File: config.mk
export PLATFORM = sky130hd
export DESIGN_NAME = fetch_unit
export DESIGN_NICKNAME = d
export VERILOG_FILES = /design/src/rtl/cpu_pkg.sv /design/src/rtl/fetch_timer.sv /design/src/rtl/fetch_unit.sv
export SDC_FILE = /design/constraint.sdc
export NUM_CORES = 1
export LEC_CHECK = 0
export CORE_MARGIN = 10
export CORE_UTILIZATION = 40
export CTS_CLUSTER_DIAMETER = 60
export DETAILED_ROUTE_END_ITERATION = 7
export PLACE_DENSITY = 0.76
export SLEW_MARGIN = 30
export SYNTH_ARGS = -nofsm -noshare
export SYNTH_HDL_FRONTEND = slang
export SYNTH_HIERARCHICAL = 1
export SYNTH_SLANG_ARGS = --single-unit
File: constraint.sdc
create_clock -name clk -period 2.3 [get_ports clk]
set_clock_uncertainty 0.05 [all_clocks]
set_input_delay 0.23 -clock clk [delete_from_list [all_inputs] [get_ports clk]]
set_output_delay 0.23 -clock clk [all_outputs]
set_load 0.03 [all_outputs]
File: src/rtl/cpu_pkg.sv
// cpu_pkg: shared widths, timer sizing and fetch FSM state encodings.
package cpu_pkg;
  localparam int DEF_ADDR_W = 12;
  localparam int DEF_DATA_W = 16;
  localparam int TIMER_W = 4;
  typedef enum logic [1:0] {ST_IDLE, ST_REQ, ST_DRAIN, ST_HOLD} fetch_state_e;
endpackage

File: src/rtl/fetch_timer.sv
// fetch_timer: counts memory wait cycles and flags the cycle the limit is reached.
module fetch_timer
  import cpu_pkg::*;
#(
  parameter int TIMEOUT = 15
) (
  input  logic clk,
  input  logic rst_n,
  input  logic clear_i,
  input  logic enable_i,
  output logic expired_o
);
  logic [TIMER_W-1:0] cnt_q, cnt_d;
  always_comb cnt_d = clear_i ? '0 : enable_i ? cnt_q + TIMER_W'(1) : cnt_q;
  // Fires on the wait cycle whose increment would reach TIMEOUT.
  assign expired_o = enable_i && !clear_i && cnt_q == TIMER_W'(TIMEOUT - 1);
  always_ff @(posedge clk or negedge rst_n)
    if (!rst_n) cnt_q <= '0;
    else cnt_q <= cnt_d;
endmodule

File: src/rtl/fetch_unit.sv
// fetch_unit: single-outstanding instruction fetch with flush, hold and timeout.
module fetch_unit
  import cpu_pkg::*;
#(
  parameter int ADDR_W  = DEF_ADDR_W,
  parameter int DATA_W  = DEF_DATA_W,
  parameter int TIMEOUT = 15
) (
  input  logic              clk,
  input  logic              rst_n,
  input  logic [ADDR_W-1:0] pc_addr,
  input  logic              pc_valid,
  output logic              pc_ready,
  output logic              mem_req,
  output logic [ADDR_W-1:0] mem_addr,
  input  logic              mem_ack,
  input  logic [DATA_W-1:0] mem_rdata,
  output logic [DATA_W-1:0] instr,
  output logic [ADDR_W-1:0] instr_pc,
  output logic              instr_valid,
  input  logic              instr_ready,
  input  logic              flush,
  output logic              fetch_err
);
  fetch_state_e      state_q;
  logic              mem_req_q, instr_valid_q, fetch_err_q;
  logic [ADDR_W-1:0] mem_addr_q, instr_pc_q;
  logic [DATA_W-1:0] instr_q;
  logic              accept, busy, expired;
  assign pc_ready = !flush && (state_q == ST_IDLE || (state_q == ST_HOLD && instr_ready));
  assign accept   = pc_valid && pc_ready;
  assign busy     = state_q == ST_REQ || state_q == ST_DRAIN;
  fetch_timer #(.TIMEOUT(TIMEOUT)) u_timer (
    .clk      (clk),
    .rst_n    (rst_n),
    .clear_i  (accept),
    .enable_i (busy && !mem_ack),
    .expired_o(expired)
  );
  always_ff @(posedge clk or negedge rst_n)
    if (!rst_n) begin
      state_q       <= ST_IDLE;
      mem_req_q     <= 1'b0;
      mem_addr_q    <= '0;
      instr_q       <= '0;
      instr_pc_q    <= '0;
      instr_valid_q <= 1'b0;
      fetch_err_q   <= 1'b0;
    end else begin
      fetch_err_q <= 1'b0;
      case (state_q)
        ST_IDLE:
          if (accept) begin
            mem_addr_q <= pc_addr;
            mem_req_q  <= 1'b1;
            state_q    <= ST_REQ;
          end
        ST_REQ:
          if (mem_ack) begin
            mem_req_q <= 1'b0;
            if (flush) state_q <= ST_IDLE;
            else begin
              instr_q       <= mem_rdata;
              instr_pc_q    <= mem_addr_q;
              instr_valid_q <= 1'b1;
              state_q       <= ST_HOLD;
            end
          end else if (expired) begin
            mem_req_q   <= 1'b0;
            fetch_err_q <= 1'b1;
            state_q     <= ST_IDLE;
          end else if (flush) state_q <= ST_DRAIN;
        // The flushed request stays on the bus until memory answers; its data is dropped.
        ST_DRAIN:
          if (mem_ack || expired) begin
            mem_req_q   <= 1'b0;
            fetch_err_q <= !mem_ack;
            state_q     <= ST_IDLE;
          end
        ST_HOLD:
          if (flush || instr_ready) begin
            instr_valid_q <= 1'b0;
            state_q       <= ST_IDLE;
            if (accept) begin
              mem_addr_q <= pc_addr;
              mem_req_q  <= 1'b1;
              state_q    <= ST_REQ;
            end
          end
        default: state_q <= ST_IDLE;
      endcase
    end
  assign mem_req     = mem_req_q;
  assign mem_addr    = mem_addr_q;
  assign instr       = instr_q;
  assign instr_pc    = instr_pc_q;
  assign instr_valid = instr_valid_q;
  assign fetch_err   = fetch_err_q;
endmodule

# After elaboration in Yosys (flattened, before gate mapping)
# Index checks and enable logic that the tools add are counted.
# op_classes
bitwise_logic	1
div_mod_pow	0
n_lt_le_gt_ge	0
reduce_logical	22
add_sub_neg	1
n_eq_ne	11
shifts	0
muxes	28
multipliers	0
# ops
operator	count
12-bit 2-to-1 mux	2
12-bit case mux with 2 select lines	1
2-bit 2-to-1 mux	7
1-bit 2-to-1 mux	12
4-bit 2-to-1 mux	2
2-bit case mux with 4 select lines	1
4-bit AND reduction	2
1-bit logical AND	6
2-bit by 1-bit != test with 1-bit output, second input constant	3
3-bit AND reduction	2
2-bit nonzero test	3
4-bit by 1-bit adder with 4-bit output, second input constant	1
2-bit == test, second input constant	2
4-bit == test, second input constant	1
1-bit logical OR	4
2-bit != test, second input constant	2
4-bit != test, second input constant	1
1-bit case mux with 2 select lines	2
1-bit case mux with 4 select lines	1
1-bit zero test	3
3-bit != test, second input constant	1
2-bit by 1-bit == test with 1-bit output, second input constant	1
2-bit zero test	1
2-bit AND reduction	1
1-bit inverter	1
# word_totals
mem_count	0
in_bits	34
rom_bits	0
ramBits	0
reg_bits	49
output_inout_bits	44
latch_bits	0
elab_cells	71

# Logic depth before layout (Yosys ltp)
# Gate-level depths: netlist of the first run.
# logic_depth
word_depth	11
depth_mapped	10
mapped_depth_nobuf	10

# Modules after synthesis
# The synthesis of the first run kept the hierarchy.
# by_module_without_submodules
mod	n_inst	area_each_um2	cells_each
fetch_unit	1	1928.1	129
fetch_timer	1	222.7	20

# Least setup slack after synthesis of the first run
# No wires, ideal clock.
# synth_timing
path_type	flip-flop to flip-flop
start	reg state_q[0]
end	reg state_q[0]
setup_ps	125
n_path_buf	0
slack_ps	123
path_stages_with_launch	9
synth_period_minus_slack_ps	2177
arrival_time_ps	2002
cell_sequence	dfrtp_1 > inv_1 > ha_1 > a21oi_1 > nor2_1 > nor2b_1 > and4_1 > o31ai_1 > mux2_2
# synth_between
elab_chain_len	11
# synth_rtl
item	line_no	text
from (decl)	fetch_unit.sv:25	fetch_state_e state_q;
from (signal assigned)	fetch_unit.sv:42	state_q <= ST_IDLE;
from (signal assigned)	fetch_unit.sv:56	state_q <= ST_REQ;
from (signal assigned)	fetch_unit.sv:61	if (flush) state_q <= ST_IDLE;
2-bit == test	fetch_unit.sv:30	assign pc_ready = !flush && (state_q == ST_IDLE || (state_q == ST_HOLD && instr_ready));
1-bit logical AND	fetch_unit.sv:30	
1-bit logical OR (*)	fetch_unit.sv:30	
1-bit logical AND (*)	fetch_unit.sv:30	
1-bit logical AND (*)	fetch_unit.sv:31	assign accept = pc_valid && pc_ready;
net accept	fetch_unit.sv:29	logic accept, busy, expired;
1-bit zero test (*)	fetch_timer.sv:16	assign expired_o = enable_i && !clear_i && cnt_q == TIMER_W'(TIMEOUT - 1);
1-bit logical AND (*) (2 in series)	fetch_timer.sv:16	
net expired	fetch_unit.sv:29	
2-bit 2-to-1 mux or 1-bit logical OR (tied branches)	fetch_unit.sv:68, fetch_unit.sv:75	
2-bit 2-to-1 mux or 2-bit by 1-bit != test with 1-bit output (tied branches)	-	
2-bit case mux with 4 select lines or 4-bit AND reduction (tied branches)	-	
# Mark *: on every way through the listed nets, which the timed path passes. The rest lies on a longest branch. The select of a mux whose other input is x is not followed.
# A chain may end at the register's enable or synchronous reset.

# Final worst setup path of the first run
# Same ends and word-level chain as after synthesis.

==> impl_metrics.ini, run 1 <==
[run_status]
outcome = finished, final reports clean

[layout]
fillers = 427
nNetsFinal = 279
antennaDiodeCount = 0
syn2layout_area_growth_pct = 45.8
drive_gt1_frac = 0.280
multi_input_area_um2 = 870
seqCellArea_mm2 = 0.00123

[route]
dr.pass1.iters = 4
via_per_inst = 4.77
drc = 0
routed_wl_um = 4860
drt_iter0_markers = 32
wl_per_cell_um = 15.7
antenna_left = 0
vias = 1475

[worst_setup_path]
crit_end = state_q[0]$_DFFE_PN0P_
worstPathArrival_ns = 2.25
crit_type = reg -> reg
cp-end-kind = flop
r2r_start = state_q[0]$_DFFE_PN0P_
slowest_delay_ns = 0.42
required_ns = 2.43
r2r_slack_ns = 0.18
path_cells = inv_1 > ha_1 > a21oi_1 > nor2_2 > nor2b_2 > and4_1 > o31ai_2 > mux2_2
crit_slowest_cell = dfrtp_1
r2r_end = state_q[0]$_DFFE_PN0P_
worstSetupStartpointType = flop
crit_fanout = 4
r2r_cells = 8
cp-startpoint = state_q[0]$_DFFE_PN0P_

[die]
die_area_mm2 = 0.00871
chipWidth_um = 93.3
start_util = 0.416
io_pins = 78
die_h_um = 93.3
num_rows = 26
coreArea_mm2 = 0.00517

[grt]
grt_pass1_vias = 1624
use_met1 = 0.148
overflow = 0
grt_start_max_net_pins = 50
grt_use_total = 0.112
antenna_found_initial = 0
grt.busiest_layer = met2
grt_use_met2 = 0.174
grt_use_met3 = 0.0360
grt_pass1_wl_um = 7980

[clock_tree]
numCtsBuffers = 5
htree_levels = 2
cts-root-buf = clkbuf_8
cts_tree = done
post_cts_buffers = 0
clockBufferDepth = 2
cts_sinks = 49
clock_latency_ns = 0.29
clk_pin_slew_ns = 0.08

[synthesis]
synth_area_mm2 = 0.00215
seq_area_frac_synth = 0.570
ys_types = 32
synth_flop_cell = dfrtp_1
postSynthAreaPerCell_um2 = 14.4
synthArstFlopShare = 1.00
synth_edf_count = 0
synth-seq-cells = 49
synth_nets = 190
synthCells = 149
synth_warnings = 6

[timing]
setup_viol = 0
layout_min_cycle_time_ns = 2.12
worst_pin_slew_ns = 0.616
slew_headroom = 0.589
final_hold_viol_count = 0
min_period_over_period = 0.923
totalNegativeSetupSlack_ns = 0
drv_slew = 0
rsz0062_at_grt = false
max_freq_mhz = 471

[run]
cap_viol_max_count = 0

[power_and_ir_drop]
total_power_mw = 4.68
ir_drop_mv = 0.612
leakagePower_nw = 1.40
powerDensity_mw_per_mm2 = 1490

[worst_hold_path]
hp-class = reg -> reg

[placement]
hpwl_um = 3700
gp_congestion = 0.802
portBuffers = 77
per-stage QoR:
| step | instance area (um2) | util | hold slack, ns | instances | worst slack [ns] |
|---|---|---|---|---|---|
| after global placement | 3030 | 0.585 | 0.327 | 300 | 0.115 |
| after detailed placement | 3030 | 0.585 | 0.325 | 300 | 0.0394 |
| final | 3140 | 0.606 | 0.459 | 309 | 0.178 |
| after global routing | 3140 | 0.606 | 0.477 | 309 | 0.0113 |
| after CTS | 3120 | 0.604 | 0.462 | 309 | 0.105 |
| after floorplan | 2150 | - | -0.116 | 149 | 0.123 |
where the power goes:
| group | leakage [nW] | internal [mW] | total, mW | switching, mW |
|---|---|---|---|---|
| logic | 0.769 | 1.29 | 2.66 | 1.37 |
| registers | 0.590 | 1.28 | 1.53 | 0.250 |
| clock network | 0.0374 | 0.214 | 0.488 | 0.274 |
cells by family after synthesis:
| logic type | after synthesis | share of synthesized area |
|---|---|---|
| xor+xnor | 1 | 0.00407 |
| simple gates | 21 | 0.0605 |
| compound gates | 16 | 0.0460 |
| mux | 44 | 0.248 |
| flops | 49 | 0.570 |
| buf+inv | 11 | 0.0302 |
| fa+ha+maj | 7 | 0.0407 |
cells in the final DEF (no fill, tap or decap), drive strengths merged, types with 2 or more instances in the layout:
cell,n
clkdlybuf4s50,75
dfrtp,49
mux2,42
buf,9
a21oi,8
inv,7
ha,7
clkbuf,6
nor2,6
o21ai,2
mux2i,2
nand2,2
clkinvlp,2
nand2b,2
nor2b,2
nand3,2
synthesized netlist by cell type, types with 2 or more instances:
cell,count,share of area
a21oi_1,8,0.019
buf_6,3,0.016
dfrtp_1,49,0.57
ha_1,7,0.041
inv_1,7,0.012
mux2_2,31,0.16
mux2_4,11,0.077
mux2i_1,2,0.0093
nand2_1,2,0.0035
nor2_1,5,0.0087
nor2b_1,2,0.0058
o21ai_0,2,0.0047
metal layers:
metal | part of all wire | vias to the layer above
met5 | 0 | -
met4 | 0.0056 | 0
met3 | 0.069 | 4
met2 | 0.46 | 53
met1 | 0.47 | 721
li1 | - | 697
how the worst min path moves through the flow:
stage	start	endpoint	slack (ns)	cells past startpoint
floorplan	rst_n	fetch_err$_DFF_PN0_	-0.12	0
global placement	rst_n	instr[13]$_DFFE_PN0P_	0.33	2
detailed placement	rst_n	instr[14]$_DFFE_PN0P_	0.33	2
CTS	instr[8]$_DFFE_PN0P_	instr[8]$_DFFE_PN0P_	0.46	1
global route	instr_pc[2]$_DFFE_PN0P_	instr_pc[2]$_DFFE_PN0P_	0.48	1
finish	instr[8]$_DFFE_PN0P_	instr[8]$_DFFE_PN0P_	0.46	1
registers in the layout, summed over array words and instances, names as in the netlist:
register	cells
fetch_err	1
instr	16
instr_pc	12
instr_valid	1
mem_addr	12
mem_req	1
state_q	2
u_timer/cnt_q	4
worst max-delay path: cells and delay by family (launching register included):
family / cells / cell delay, ns
flops: 1 / 0.42
compound gates: 2 / 0.39
buf+inv: 1 / 0.12
simple gates: 3 / 0.45
fa+ha+maj: 1 / 0.22
mux: 1 / 0.37
final cells by class:
class	count	area share
inverters	7	0.00838
multi-input cells	89	0.277
flip-flops and latches	49	0.391
clock inverters	2	0.00479
well taps	70	0.0279
repair buffers	86	0.267
clock buffers	6	0.0231
repair_timing:
item	4_1_cts	5_1_grt
setup endpoints to repair	0	3
hold endpoints to repair	8	0
resized for setup	0	4
hold buffers	1	0
(Power assumes the default switching activity.)
==> run 2: changes to the inputs <==
PLACE_DENSITY = 0.73   (was 0.76)
TNS_END_PERCENT = 30   (was unset)
clock period = 2.35 ns   (was 2.3 ns; I/O delays follow)
==> impl_metrics.ini, run 2 (synthesis results as in run 1) <==
[timing]
totalNegativeSetupSlack_ns = 0
slew_headroom = 0.589
setup_viol = 0
rsz0062_at_grt = false
worst_pin_slew_ns = 0.616
layout_min_cycle_time_ns = 2.21
worst_hold_slack_ns = 0.457
final_hold_viol_count = 0
max_freq_mhz = 453
worst_slack_ns = 0.141
min_period_over_period = 0.940
drv_slew = 0

[die]
coreArea_mm2 = 0.00517
die_area_mm2 = 0.00871
io_pins = 78
die_h_um = 93.3
chipWidth_um = 93.3
start_util = 0.416
num_rows = 26

[clock_tree]
clock_latency_ns = 0.29
numCtsBuffers = 5
clk_pin_slew_ns = 0.08
clockBufferDepth = 2
cts-root-buf = clkbuf_8
cts_sinks = 49
cts_tree = done
htree_levels = 2
post_cts_buffers = 0

[grt]
grt_pass1_vias = 1570
grt_use_total = 0.111
antenna_found_initial = 0
grt_start_max_net_pins = 50
overflow = 0
grt_pass1_wl_um = 7820

[worst_setup_path]
required_ns = 2.48
cp-startpoint = state_q[1]$_DFFE_PN0P_
worst-path-buf-inv = 1
crit_type = reg -> reg
slowest_delay_ns = 0.41
critical-path-top-delay-family = simple AND/OR/NAND/NOR gates
crit_fanout = 4
cp-end-kind = flop
crit_slowest_cell = dfrtp_1
worstSetupStartpointType = flop
path_cells = inv_1 > ha_1 > a21oi_1 > nor2_1 > nor2b_1 > and4_1 > o31ai_2 > mux2_2
r2r_start = state_q[1]$_DFFE_PN0P_
worstPathArrival_ns = 2.34

[layout]
fillers = 416
drive_gt1_frac = 0.276
layout_common_cells = clkdlybuf4s50_1, dfrtp_1, mux2_2, mux2_4, a21oi_1
largest_reg_flops = 16
syn2layout_area_growth_pct = 46.0
antennaDiodeCount = 0
final_common_cell = clkdlybuf4s50_1
nNetsFinal = 279

[placement]
pre_cts_slack_ns = 0.137
hpwl_um = 3660
gp_congestion = 0.764
portBuffers = 77

[route]
antenna_left = 0
drc = 0
routed_wl_um = 4930
vias = 1484
dr.pass1.iters = 4
drt_iter0_markers = 37
wl_per_cell_um = 15.9
via_per_inst = 4.80

[power_and_ir_drop]
leakagePower_nw = 1.40
powerDensity_mw_per_mm2 = 1460
ir_drop_mv = 0.662

[run_status]
outcome = finished, final reports clean

[run]
cap_viol_max_count = 0

[worst_hold_path]
hp-class = reg -> reg
worstHoldStart = instr[4]$_DFFE_PN0P_
[run 2: metrics by stage]
step | cells | cell area (um2) | total power [mW] | util
final | 309 | 3140 | 4.58 | 0.607
after global routing | 309 | 3140 | 4.85 | 0.607
after CTS | 309 | 3130 | 4.64 | 0.606
after detailed placement | 300 | 3040 | 4.14 | 0.587
after global placement | 300 | 3040 | 4.09 | 0.587
after floorplan | 149 | 2150 | 3.07 | -
[run 2: layout make-up]
cell class	instances	area (um2)	share of cell area
clock buffer	5	68.8	0.0219
clock inverter	3	17.5	0.00558
inverter	7	26.3	0.00837
multi-input combinational	89	865	0.275
sequential	49	1230	0.391
tap	70	87.6	0.0279
timing repair buffer	86	848	0.270
[run 2: what timing repair did]
item / 4_1_cts / 5_1_grt
setup endpoints to repair: 0 / 1
gates resized for setup: 0 / 1
hold buffers: 1 / 0
hold endpoints to repair: 6 / 0
[run 2: power breakdown]
group / internal (mW) / switching [mW]
sequential: 1.26 / 0.245
clock: 0.206 / 0.272
combinational: 1.26 / 1.34
total: 2.72 / 1.86
[run 2: layer usage]
layer | share of wire | routed length [um] | vias to the layer above | track usage
met5 | 0 | 0 | - | 0
met4 | 0.0063 | 31 | 0 | 0.0231
met3 | 0.11 | 519 | 5 | 0.0528
met2 | 0.43 | 2120 | 63 | 0.168
met1 | 0.46 | 2250 | 711 | 0.140
li1 | - | - | 705 | -
[run 2: path summary, 6_finish.rpt]
check	end	slack, ns	cells after the start
worst max-delay path	state_q[0]$_DFFE_PN0P_	0.14	8
worst min-delay path	instr[4]$_DFFE_PN0P_	0.46	1
worst max register to register	state_q[0]$_DFFE_PN0P_	0.14	8
worst min register to register	instr[4]$_DFFE_PN0P_	0.46	1
max in group asynchronous	mem_addr[11]$_DFFE_PN0P_	1.32	3
min in group asynchronous	instr[13]$_DFFE_PN0P_	0.51	3
==> run 3: changes to the inputs <==
==> constraint.sdc (replaced) <==
create_clock -name clk -period 2.35 [get_ports clk]
set_clock_uncertainty 0.05 [all_clocks]
set_input_delay 0.47 -clock clk [delete_from_list [all_inputs] [get_ports clk]]
set_output_delay 0.47 -clock clk [all_outputs]
set_load 0.03 [all_outputs]
==> impl_metrics.ini, run 3 (synthesis results as in run 1) <==
[run_status]
outcome = finished, final reports clean

[grt]
grt_pass1_wl_um = 8260
antenna_found_initial = 0
grt_use_total = 0.116
grt_pass1_vias = 1650
overflow = 0
grt_start_max_net_pins = 21

[timing]
layout_min_cycle_time_ns = 2.20
worst_hold_slack_ns = 0.0383
drv_slew = 0
final_hold_viol_count = 0
min_period_over_period = 0.935
max_freq_mhz = 455
setup_viol = 0
rsz0062_at_grt = false
worst_slack_ns = 0.153
slew_headroom = 0.729
worst_pin_slew_ns = 0.406

[route]
routed_wl_um = 5150
wl_per_cell_um = 16.3
antenna_left = 0
drt_iter0_markers = 43
vias = 1512
dr.pass1.iters = 4
via_per_inst = 4.78
drc = 0

[clock_tree]
htree_levels = 2
cts_sinks = 49
cts-root-buf = clkbuf_8
clk_pin_slew_ns = 0.09
numCtsBuffers = 5
clockBufferDepth = 2
post_cts_resized = 0
post_cts_buffers = 0
clock_latency_ns = 0.29
cts_tree = done
holdBufCountCts = 0

[layout]
largest_reg_flops = 16
antennaDiodeCount = 0
nNetsFinal = 286
utilization = 0.619
layout_common_cells = clkdlybuf4s50_1, dfrtp_1, mux2_2, buf_4, mux2_4
drive_gt1_frac = 0.297
stdcell_count = 316
final_common_cell = clkdlybuf4s50_1
syn2layout_area_growth_pct = 48.7

[die]
coreArea_mm2 = 0.00517
io_pins = 78
num_rows = 26
chipWidth_um = 93.3
start_util = 0.416
die_h_um = 93.3
die_area_mm2 = 0.00871

[worst_setup_path]
crit_slowest_cell = dfrtp_1
critical-path-top-delay-family = simple AND/OR/NAND/NOR gates
worst-path-buf-inv = 1
crit_type = reg -> reg
crit_fanout = 4
required_ns = 2.49
worstPathArrival_ns = 2.33
cp-end-kind = flop
slowest_delay_ns = 0.42
path_cells = inv_1 > ha_1 > a21oi_1 > nor2_1 > nor2b_1 > and4_1 > o31ai_1 > mux2_2
worstSetupStartpointType = flop

[power_and_ir_drop]
power_frac_seq = 0.318
p_int_mw = 2.88
power_switching_mw = 1.87
p_comb_frac = 0.551
ir_drop_mv = 0.639
leakagePower_nw = 1.44
sw_frac_of_total = 0.394
p_clk_frac = 0.131
powerDensity_mw_per_mm2 = 1480
total_power_mw = 4.75

[placement]
portBuffers = 77
dp.cells = 308
pre_cts_slack_ns = -0.0175
gp_congestion = 0.774
hpwl_um = 4060

[worst_hold_path]
hp-class = in -> async

[run]
cap_viol_max_count = 0
==> run 3: final timing paths <==
| path | startpoint | end | slack, ns | cells past startpoint |
|---|---|---|---|---|
| hold / removal | rst_n | instr_pc[0]$_DFFE_PN0P_ | 0.04 | 1 |
| setup / recovery | state_q[1]$_DFFE_PN0P_ | state_q[0]$_DFFE_PN0P_ | 0.15 | 8 |
| min in group clk | instr[7]$_DFFE_PN0P_ | instr[7]$_DFFE_PN0P_ | 0.46 | 1 |
| hold reg to reg | instr[7]$_DFFE_PN0P_ | instr[7]$_DFFE_PN0P_ | 0.46 | 1 |
| max in group asynchronous | rst_n | instr_pc[5]$_DFFE_PN0P_ | 1.60 | 2 |
| setup reg to reg | state_q[1]$_DFFE_PN0P_ | state_q[0]$_DFFE_PN0P_ | 0.15 | 8 |
==> run 3: area by class of cell <==
class | count | area [um2]
Fill cell | 398 | 1970
Clock buffer | 7 | 86.3
Timing Repair Buffer | 93 | 883
Multi-Input combinational cell | 89 | 860
Tap cell | 70 | 87.6
Inverter | 7 | 26.3
Sequential cell | 49 | 1230
Clock inverter | 1 | 30.0
==> run 3: through the flow <==
| step | area, um2 | TNS (ns) |
|---|---|---|
| floorplan | 2150 | 0 |
| global placement | 3080 | 0 |
| detailed placement | 3080 | -0.0175 |
| CTS | 3200 | 0 |
| global route | 3200 | 0 |
| finish | 3200 | 0 |
==> run 3: power by group through the flow <==
stage               Combinational [mW]  Sequential, mW  Clock (mW)
global placement                  2.62            1.51           0
detailed placement                2.65            1.53           0
global route                      2.78            1.57       0.675
CTS                               2.66            1.51       0.642
finish                            2.62            1.51       0.621
floorplan                        0.842            2.23           0
==> run 3: layer usage <==
metal	wire [um]	GRT usage
met1	2410	0.149
met2	2200	0.180
met3	517	0.0496
met4	23	0.0193
met5	0	0
